--- src/rtl/aes128_round_core.sv ---
// Iterative AES-128 encryption core: one whitening edge, then one full cipher round per clock.
// Also hosts the shared S-box table and the key-expansion function used to build key_schedule.
package globals_key_expansion;

    localparam logic [7:0] SBOX [256] = '{
        8'h63, 8'h7c, 8'h77, 8'h7b, 8'hf2, 8'h6b, 8'h6f, 8'hc5, 8'h30, 8'h01, 8'h67, 8'h2b, 8'hfe, 8'hd7, 8'hab, 8'h76,
        8'hca, 8'h82, 8'hc9, 8'h7d, 8'hfa, 8'h59, 8'h47, 8'hf0, 8'had, 8'hd4, 8'ha2, 8'haf, 8'h9c, 8'ha4, 8'h72, 8'hc0,
        8'hb7, 8'hfd, 8'h93, 8'h26, 8'h36, 8'h3f, 8'hf7, 8'hcc, 8'h34, 8'ha5, 8'he5, 8'hf1, 8'h71, 8'hd8, 8'h31, 8'h15,
        8'h04, 8'hc7, 8'h23, 8'hc3, 8'h18, 8'h96, 8'h05, 8'h9a, 8'h07, 8'h12, 8'h80, 8'he2, 8'heb, 8'h27, 8'hb2, 8'h75,
        8'h09, 8'h83, 8'h2c, 8'h1a, 8'h1b, 8'h6e, 8'h5a, 8'ha0, 8'h52, 8'h3b, 8'hd6, 8'hb3, 8'h29, 8'he3, 8'h2f, 8'h84,
        8'h53, 8'hd1, 8'h00, 8'hed, 8'h20, 8'hfc, 8'hb1, 8'h5b, 8'h6a, 8'hcb, 8'hbe, 8'h39, 8'h4a, 8'h4c, 8'h58, 8'hcf,
        8'hd0, 8'hef, 8'haa, 8'hfb, 8'h43, 8'h4d, 8'h33, 8'h85, 8'h45, 8'hf9, 8'h02, 8'h7f, 8'h50, 8'h3c, 8'h9f, 8'ha8,
        8'h51, 8'ha3, 8'h40, 8'h8f, 8'h92, 8'h9d, 8'h38, 8'hf5, 8'hbc, 8'hb6, 8'hda, 8'h21, 8'h10, 8'hff, 8'hf3, 8'hd2,
        8'hcd, 8'h0c, 8'h13, 8'hec, 8'h5f, 8'h97, 8'h44, 8'h17, 8'hc4, 8'ha7, 8'h7e, 8'h3d, 8'h64, 8'h5d, 8'h19, 8'h73,
        8'h60, 8'h81, 8'h4f, 8'hdc, 8'h22, 8'h2a, 8'h90, 8'h88, 8'h46, 8'hee, 8'hb8, 8'h14, 8'hde, 8'h5e, 8'h0b, 8'hdb,
        8'he0, 8'h32, 8'h3a, 8'h0a, 8'h49, 8'h06, 8'h24, 8'h5c, 8'hc2, 8'hd3, 8'hac, 8'h62, 8'h91, 8'h95, 8'he4, 8'h79,
        8'he7, 8'hc8, 8'h37, 8'h6d, 8'h8d, 8'hd5, 8'h4e, 8'ha9, 8'h6c, 8'h56, 8'hf4, 8'hea, 8'h65, 8'h7a, 8'hae, 8'h08,
        8'hba, 8'h78, 8'h25, 8'h2e, 8'h1c, 8'ha6, 8'hb4, 8'hc6, 8'he8, 8'hdd, 8'h74, 8'h1f, 8'h4b, 8'hbd, 8'h8b, 8'h8a,
        8'h70, 8'h3e, 8'hb5, 8'h66, 8'h48, 8'h03, 8'hf6, 8'h0e, 8'h61, 8'h35, 8'h57, 8'hb9, 8'h86, 8'hc1, 8'h1d, 8'h9e,
        8'he1, 8'hf8, 8'h98, 8'h11, 8'h69, 8'hd9, 8'h8e, 8'h94, 8'h9b, 8'h1e, 8'h87, 8'he9, 8'hce, 8'h55, 8'h28, 8'hdf,
        8'h8c, 8'ha1, 8'h89, 8'h0d, 8'hbf, 8'he6, 8'h42, 8'h68, 8'h41, 8'h99, 8'h2d, 8'h0f, 8'hb0, 8'h54, 8'hbb, 8'h16
    };

    function automatic logic [7:0] xtime(input logic [7:0] b);
        return {b[6:0], 1'b0} ^ (b[7] ? 8'h1b : 8'h00);
    endfunction

    function automatic logic [0:1407] fn_key_expansion(input logic [0:127] key);
        logic [31:0]   w [44];
        logic [31:0]   t;
        logic [7:0]    rcon;
        logic [0:1407] ks;
        for (int i = 0; i < 4; i++) w[i] = key[32*i +: 32];
        rcon = 8'h01;
        for (int i = 4; i < 44; i++) begin
            t = w[i-1];
            if ((i % 4) == 0) begin
                t = {SBOX[t[23:16]], SBOX[t[15:8]], SBOX[t[7:0]], SBOX[t[31:24]]} ^ {rcon, 24'h0};
                rcon = xtime(rcon);
            end
            w[i] = w[i-4] ^ t;
        end
        for (int i = 0; i < 44; i++) ks[32*i +: 32] = w[i];
        return ks;
    endfunction

endpackage

module aes128_round_core #(
    parameter int NR = 10
) (
    input  logic          clk,
    input  logic          rst,
    input  logic [0:1407] key_schedule,
    input  logic          in_valid,
    output logic          in_ready,
    input  logic [0:127]  plaintext,
    output logic          out_valid,
    input  logic          out_ready,
    output logic [0:127]  ciphertext,
    output logic          busy
);
    import globals_key_expansion::*;

    typedef enum logic [1:0] {IDLE = 2'd0, ROUND = 2'd1, DONE = 2'd2} state_t;

    state_t       state_q;
    logic [3:0]   rnd_q;
    logic [0:127] st_q;
    logic [0:127] st_d;
    logic         in_ready_q;
    logic         out_valid_q;
    logic         busy_q;

    logic [0:127] rk_sel;
    logic         last_rnd;
    logic [7:0]   sb [16];
    logic [7:0]   sr [16];
    logic [7:0]   mc [16];

    assign last_rnd = (rnd_q == 4'(NR));

    // Constant-base key selection keeps every slice in range even for unused rnd codes.
    always_comb begin
        rk_sel = '0;
        for (int r = 0; r <= NR; r++) begin
            if (rnd_q == 4'(r)) rk_sel = key_schedule[128*r +: 128];
        end
    end

    always_comb begin
        for (int k = 0; k < 16; k++) sb[k] = SBOX[st_q[8*k +: 8]];
        for (int c = 0; c < 4; c++) begin
            for (int r = 0; r < 4; r++) sr[r + 4*c] = sb[r + 4*((c + r) % 4)];
        end
        for (int c = 0; c < 4; c++) begin
            mc[4*c+0] = xtime(sr[4*c+0]) ^ xtime(sr[4*c+1]) ^ sr[4*c+1] ^ sr[4*c+2] ^ sr[4*c+3];
            mc[4*c+1] = sr[4*c+0] ^ xtime(sr[4*c+1]) ^ xtime(sr[4*c+2]) ^ sr[4*c+2] ^ sr[4*c+3];
            mc[4*c+2] = sr[4*c+0] ^ sr[4*c+1] ^ xtime(sr[4*c+2]) ^ xtime(sr[4*c+3]) ^ sr[4*c+3];
            mc[4*c+3] = xtime(sr[4*c+0]) ^ sr[4*c+0] ^ sr[4*c+1] ^ sr[4*c+2] ^ xtime(sr[4*c+3]);
        end
        for (int k = 0; k < 16; k++) begin
            st_d[8*k +: 8] = (last_rnd ? sr[k] : mc[k]) ^ rk_sel[8*k +: 8];
        end
    end

    always_ff @(posedge clk or posedge rst) begin
        if (rst) begin
            state_q     <= IDLE;
            rnd_q       <= '0;
            st_q        <= '0;
            in_ready_q  <= 1'b1;
            out_valid_q <= 1'b0;
            busy_q      <= 1'b0;
        end else begin
            case (state_q)
                IDLE: begin
                    if (in_valid) begin
                        st_q       <= plaintext ^ key_schedule[0 +: 128];
                        rnd_q      <= 4'd1;
                        state_q    <= ROUND;
                        in_ready_q <= 1'b0;
                        busy_q     <= 1'b1;
                    end
                end
                ROUND: begin
                    st_q <= st_d;
                    // rnd saturates at NR so it never wraps while parked in DONE
                    if (last_rnd) begin
                        state_q     <= DONE;
                        busy_q      <= 1'b0;
                        out_valid_q <= 1'b1;
                    end else begin
                        rnd_q <= rnd_q + 4'd1;
                    end
                end
                DONE: begin
                    if (out_ready) begin
                        state_q     <= IDLE;
                        rnd_q       <= '0;
                        out_valid_q <= 1'b0;
                        in_ready_q  <= 1'b1;
                    end
                end
                default: begin
                    state_q     <= IDLE;
                    rnd_q       <= '0;
                    in_ready_q  <= 1'b1;
                    out_valid_q <= 1'b0;
                    busy_q      <= 1'b0;
                end
            endcase
        end
    end

    assign in_ready   = in_ready_q;
    assign out_valid  = out_valid_q;
    assign busy       = busy_q;
    assign ciphertext = st_q;

endmodule

--- config.mk ---
export PLATFORM = sky130hd
export DESIGN_NAME = aes128_round_core
export DESIGN_NICKNAME = d
export VERILOG_FILES = /design/src/rtl/aes128_round_core.sv
export SDC_FILE = /design/constraint.sdc
export NUM_CORES = 2
export LEC_CHECK = 0
export ABC_CLOCK_PERIOD_IN_PS = 4300
export BUFFER_PORTS_ARGS = -buffer_cell sky130_fd_sc_hd__buf_2
export CELL_PAD_IN_SITES_DETAIL_PLACEMENT = 1
export CELL_PAD_IN_SITES_GLOBAL_PLACEMENT = 2
export CORE_AREA = 2 2 656 658
export DETAILED_ROUTE_END_ITERATION = 10
export DIE_AREA = 0 0 658 660
export GPL_TIMING_DRIVEN = 1
export PLACE_DENSITY = 0.6
export SYNTH_ARGS = -nofsm -noshare
export SYNTH_HDL_FRONTEND = slang
export SYNTH_SLANG_ARGS = --single-unit
--- constraint.sdc ---
create_clock -name clk -period 4.3 [get_ports clk]
set_clock_uncertainty 0.05 [all_clocks]
set_input_delay 0.645 -clock clk [delete_from_list [all_inputs] [get_ports clk]]
set_output_delay 0.645 -clock clk [all_outputs]
set_load 0.02 [all_outputs]
* After elaboration in Yosys (flattened, before gate mapping) *
Memory sizes are Yosys's and may differ from the RTL's.
Cells that the tools add are included.

word-level totals
  flip-flop bits (word level) = 137
  memory bits (read-only) = 32,768
  input port bits = 1,540
  logic and storage cells = 274
  memories kept = 16

cells by class
  $add $sub $neg = 1
  $lt $le $gt $ge = 16
  equal/unequal tests = 16
  mux-type cells = 94
  bitwise gates (word level) = 116
  reductions and logical operators = 9

memory list
  memory            words  bits a word  read ports  clocked after Yosys merged registers in  write ports  line  text
  (no name shown)   256    8            1           0                                        0            92    for (int k = 0; k < 16; k++) sb[k] = SBOX[st_q[8*k +: 8]];
  (no name shown)   256    8            1           0                                        0            92
  (no name shown)   256    8            1           0                                        0            92
  (no name shown)   256    8            1           0                                        0            92
  (no name shown)   256    8            1           0                                        0            92
  (no name shown)   256    8            1           0                                        0            92
  10 more memories  --     --           --          --                                       --           --

operators with widths
  operator                                        number
  2-to-1 mux 128 bit                              12
  bitwise XOR 8 bit                               80
  2-to-1 mux 8 bit                                48
  case mux 128 bit (2 select lines)               1
  >= comparator 9 bit (second input constant)     16
  NOT 8 -> 9 bit                                  16
  bitwise XOR 128 bit                             1
  bitwise XOR 8 x 5 -> 8 bit                      16
  2-to-1 mux 5 bit                                16
  == test 4 x 3 -> 1 bit (second input constant)  4
  AND reduction 3 bit                             5
  == test 4 bit (second input constant)           3
  2-to-1 mux 4 bit                                3
  case mux 4 bit (3 select lines)                 1
  case mux 1 bit (3 select lines)                 3
  == test 4 x 2 -> 1 bit (second input constant)  2
  inequality test 2 bit (second input constant)   4
  2-to-1 mux 1 bit                                6
  2-to-1 mux 2 bit                                3
  case mux 2 bit (3 select lines)                 1
  adder 4 x 1 -> 4 bit (second input constant)    1
  == test 4 x 1 -> 1 bit (second input constant)  1
  logical NOT 4 bit                               1
  NOT 1 bit                                       3
  other kinds (5)                                 5

* Logic depth before layout (Yosys ltp) *
  depth after elaboration = 14
  gate-level depth with buffers = 18
  mapped depth without buffers = 13

* Worst setup path before layout *
OpenSTA, ideal clock, no wires.

  path kind = register to register
  start = register st_q, in the netlist ciphertext[54]
  end = register st_q, in the netlist ciphertext[108]
  library setup time = 0.131 ns
  data arrival time = 4.094 ns
  path slack = 0.025 ns
  cell stages (with the launch flop) = 17
  path buffers = 4
  path through = dfrtp_1 buf_2 clkbuf_1 inv_1 ha_1 nand2b_1 clkbuf_1 and3_1 a2111oi_0 a211oi_1 o311a_1 buf_2 xor2_2 xnor3_1 xnor2_1 o21ai_0 o21ai_0

between the ends
  longest elaborated chain between the ends = 12

ends and longest elaborated chain
  item                                                      line  text
  start, declared                                           69    logic [0:127] st_q;
  start signal, assigned                                    119   st_q <= plaintext ^ key_schedule[0 +: 128];
  start signal, assigned                                    127   st_q <= st_d;
  NOT 8 -> 9 bit (implied by the code) (*)                  92
  memory (256 x 8 bit) (*)                                  --
  2-to-1 mux 8 bit (implied by the code) (*) (2 in series)  92
  2-to-1 mux 5 bit                                          25    return {b[6:0], 1'b0} ^ (b[7] ? 8'h1b : 8'h00);
  bitwise XOR 8 x 5 -> 8 bit                                25
  bitwise XOR 8 bit                                         98    mc[4*c+1] = sr[4*c+0] ^ xtime(sr[4*c+1]) ^ xtime(sr[4*c+2]) ^ sr[4*c+2] ^ sr[4*c+3];
  bitwise XOR 8 bit (*) (2 in series)                       98
  2-to-1 mux 8 bit (*)                                      103   st_d[8*k +: 8] = (last_rnd ? sr[k] : mc[k]) ^ rk_sel[8*k +: 8];
  bitwise XOR 8 bit (*)                                     103
  case mux 128 bit (2 select lines) (*)                     116   case (state_q)

Every way passes the cells marked *; elsewhere a longest branch is shown, timed or not. The select of a mux whose other input is x is not followed.
A chain may end at the register's enable or synchronous reset.

* Worst setup path after layout *
  start = register rnd_q[3]
  end = register st_q, in the netlist ciphertext[119]

between the ends
  longest elaborated chain between the ends = 14

ends and longest elaborated chain
  item                                   line  text
  start, declared                        68    logic [3:0] rnd_q;
  start signal, assigned                 134   rnd_q <= rnd_q + 4'd1;
  logical NOT 4 bit                      87    if (rnd_q == 4'(r)) rk_sel = key_schedule[128*r +: 128];
  2-to-1 mux 128 bit (11 in series)      87
  bitwise XOR 8 bit (*)                  103
  case mux 128 bit (2 select lines) (*)  116

Every way passes the cells marked *; elsewhere a longest branch is shown, timed or not.

==> impl_metrics.py <==
metrics = {
    "grt": {
        "track_usage_pct": 43.4,
        "grt_max_degree": 117,
        "grt_pass1_vias": 120000,
        "grt_pass1_wl_mm": 1260,
        "antenna_found_initial": 319,
        "grt-ovfl-total": 0,
    },
    "route": {
        "drc": 0,
        "routedWlPerCell_um": 47.1,
        "vias": 127000,
        "drt-vias-per-instance": 5.99,
        "drtIter0Drc": 17500,
        "drt_wl_total_mm": 996,
        "ant_nets": 0,
        "firstDrtPassIters": 8,
    },
    "logic_synthesis": {
        "syn-num-nets": 13500,
        "synth_area_per_cell_um2": 6.75,
        "ys_seq_elements": 137,
        "netlist_area_um2": 78800,
        "synth_edf_count": 0,
        "synthFlopType": "dfrtp_1",
        "synth-async-reset-ratio_pct": 100,
        "synth.yosys.seq_area_share_pct": 4.35,
        "yosys_warnings": 0,
        "netlist_instances": 11700,
        "synth_cell_types": 143,
    },
    "die": {
        "initial_core_util_pct": 18.5,
        "row_count": 240,
        "die-width_um": 658,
        "die_h_um": 660,
        "io_pins": 1671,
        "core_area_um2": 427000,
        "die_area_um2": 434000,
    },
    "worst_setup_path": {
        "crit_path_max_fanout": 22,
        "cp_cell_sequence": "buf_12 -> nor2_4 -> and2_4 -> buf_12 -> buf_12 -> nor3_2 -> a221o_2 -> nor2_4 -> o21ai_4 -> a222oi_1 -> buf_4 -> xnor2_4 -> xnor2_2 -> o21ai_4 -> o21ai_4",
        "end_kind": "register",
        "critPathMaxStageDelay_ns": 0.57,
        "path_class": "reg2reg",
        "reg2regPathDepth": 15,
        "startpoint_type": "register",
        "reg2reg_setup_slack_ns": -0.19,
        "critPathSlowestCell": "a222oi_1",
        "reg2reg_from": "rnd_q[3]$_DFFE_PP0P_",
        "worstPathRequired_ns": 4.69,
        "r2r-end": "ciphertext[119]$_DFFE_PP0P_",
        "worstPathArrival_ns": 4.88,
    },
    "cts": {
        "clkTransAtPathRegs_ns": 0.10,
        "insertion_delay_ns": 0.58,
        "hold_buffers": 0,
        "clockBufferDepth": 2,
        "tritoncts": "yes",
        "cts_made_buffers": 17,
        "h-tree-depth": 4,
        "root_buffer": "clkbuf_16",
        "cts_num_sinks": 137,
    },
    "timing": {
        "final-setup-viol-count": 26,
        "finalCritPeriodShare_pct": 105,
        "slew_headroom_pct": -2.40,
        "fmax_mhz": 222,
        "min_period_ns": 4.49,
        "whs_ns": 0.137,
        "rsz0062_at_grt": "yes",
        "hold_violations": 0,
        "max_slew.worst_pin.slew_ns": 1.53,
        "worst_slack_ns": -0.195,
        "slew_violations": 2,
    },
    "cells_and_area": {
        "drive_gt1_share_pct": 39.0,
        "final_common_cell": "buf_4",
        "areaGrowthSynthToFinish_pct": 52.5,
        "fin_util_pct": 28.2,
        "final_nets": 16900,
        "n_fill_cell": 52300,
        "final_cell_mix": "2,783 x buf_4, 1,670 x buf_2, 978 x o21ai_0",
        "finalInstanceArea_um2": 120000,
    },
    "min_path": {
        "hold_path_class": "in2async",
    },
    "place": {
        "dpl-instance-area_um2": 115000,
        "io_buffers": 1670,
        "dpl.hpwl_mm": 834,
        "place.gp.congestion": 1.07,
    },
    "status": {
        "violations": "max-capacitance violations, max-slew violations, negative setup slack",
        "outcome": "complete, but fails checks",
    },
    "flow_run": {
        "maxCapViolations": 1,
    },
}
[area by class of cell]
class | instances | area (um^2) | area share [%]
antenna | 335 | 838 | 0.697
inverter | 176 | 682 | 0.567
clock inverter | 15 | 178 | 0.148
timing repair buffer | 4820 | 36400 | 30.3
sequential | 137 | 3580 | 2.98
tap | 5687 | 7120 | 5.92
clock buffer | 17 | 425 | 0.354
multi-input combinational | 9945 | 71100 | 59.1
[per-layer routing]
metal | vias to the layer above | GRT usage (%) | wire [um]
met1 | 64500 | 53.2 | 388000
met3 | 1977 | 13.4 | 105000
li1 | 51700 | - | -
met5 | - | 0 | 1100
met4 | 164 | 37.0 | 102000
met2 | 8231 | 61.5 | 401000
[cells in the mapped netlist, types with 232 or more instances]
master / count / area share, %
a211oi_1: 233 / 2.2
a21oi_1: 992 / 6.3
a221oi_1: 355 / 3.9
a31oi_1: 238 / 1.9
buf_2: 459 / 2.9
clkbuf_1: 693 / 3.3
nand2_1: 936 / 4.5
nand2b_1: 309 / 2.5
nand3_1: 330 / 2.1
nor2_1: 910 / 4.3
nor2b_1: 262 / 2.1
nor3_1: 451 / 2.9
o211ai_1: 232 / 2.2
o21ai_0: 1042 / 6.6
xnor2_1: 530 / 5.9
xor2_1: 234 / 2.6
[critical path: cells and delay by family, from the launching register on]
kind / cells / cell delay [ns]
AOI/OAI and AO/OA: 5 / 1.79
xor gates and xnor gates: 2 / 0.26
and+or+nand+nor: 4 / 0.88
buffers and inverters: 4 / 0.85
DFF: 1 / 0.45
[registers in the layout (all words and copies together), names as in the netlist]
name / count
rnd_q: 4
state_q: 2
in_ready: 1
busy: 1
out_valid: 1
ciphertext: 128
[how the worst max path moves through the flow]
stage                                           start                          end  cells after the start
after floorplan            ciphertext[54]$_DFFE_PP0P_  ciphertext[108]$_DFFE_PP0P_                     16
after global placement           rnd_q[2]$_DFFE_PP0P_  ciphertext[119]$_DFFE_PP0P_                     15
after detailed placement         rnd_q[1]$_DFFE_PP0P_  ciphertext[119]$_DFFE_PP0P_                     15
after CTS                        rnd_q[3]$_DFFE_PP0P_  ciphertext[119]$_DFFE_PP0P_                     15
after global routing      ciphertext[127]$_DFFE_PP0P_   ciphertext[12]$_DFFE_PP0P_                     20
final                            rnd_q[3]$_DFFE_PP0P_  ciphertext[119]$_DFFE_PP0P_                     15
[what timing repair did]
| item | 4_1_cts | 5_1_grt |
|---|---|---|
| cloned | 1 | 5 |
| pin swaps | 28 | 99 |
| setup buffers | 40 | 50 |
| endpoints found under the setup margin | 98 | 100 |
| resized for setup | 248 | 368 |
[cells by family (layout without fill, tap and decap cells)]
| logic type | Yosys count | after routing | share of synthesized area (%) |
|---|---|---|---|
| AND/OR/NAND/NOR | 3770 | 3770 | 23.3 |
| AO/OA/AOI/OAI | 4770 | 4770 | 41.5 |
| multiplexers | 354 | 354 | 7.96 |
| XOR/XNOR | 817 | 817 | 9.81 |
| buffers and inverters | 1603 | 5028 | 9.41 |
| adder cells (fa/ha/maj) | 234 | 234 | 3.70 |
| flip-flops | 137 | 137 | 4.35 |
| other | 0 | 335 | 0 |
[metrics by stage]
| stage | setup slack (ns) | TNS [ns] | instances |
|---|---|---|---|
| after floorplan | 0.0250 | 0 | 11700 |
| after global placement | -2.34 | -29.65 | 20700 |
| after detailed placement | -2.32 | -28.23 | 20700 |
| after CTS | -0.225 | -0.717 | 20700 |
| after global routing | -0.0858 | -0.476 | 21000 |
| final | -0.195 | -1.33 | 21100 |
Power is left out: the tool's default activity adds up to more than one toggle a clock period on the data nets, which glitch-free logic cannot reach.
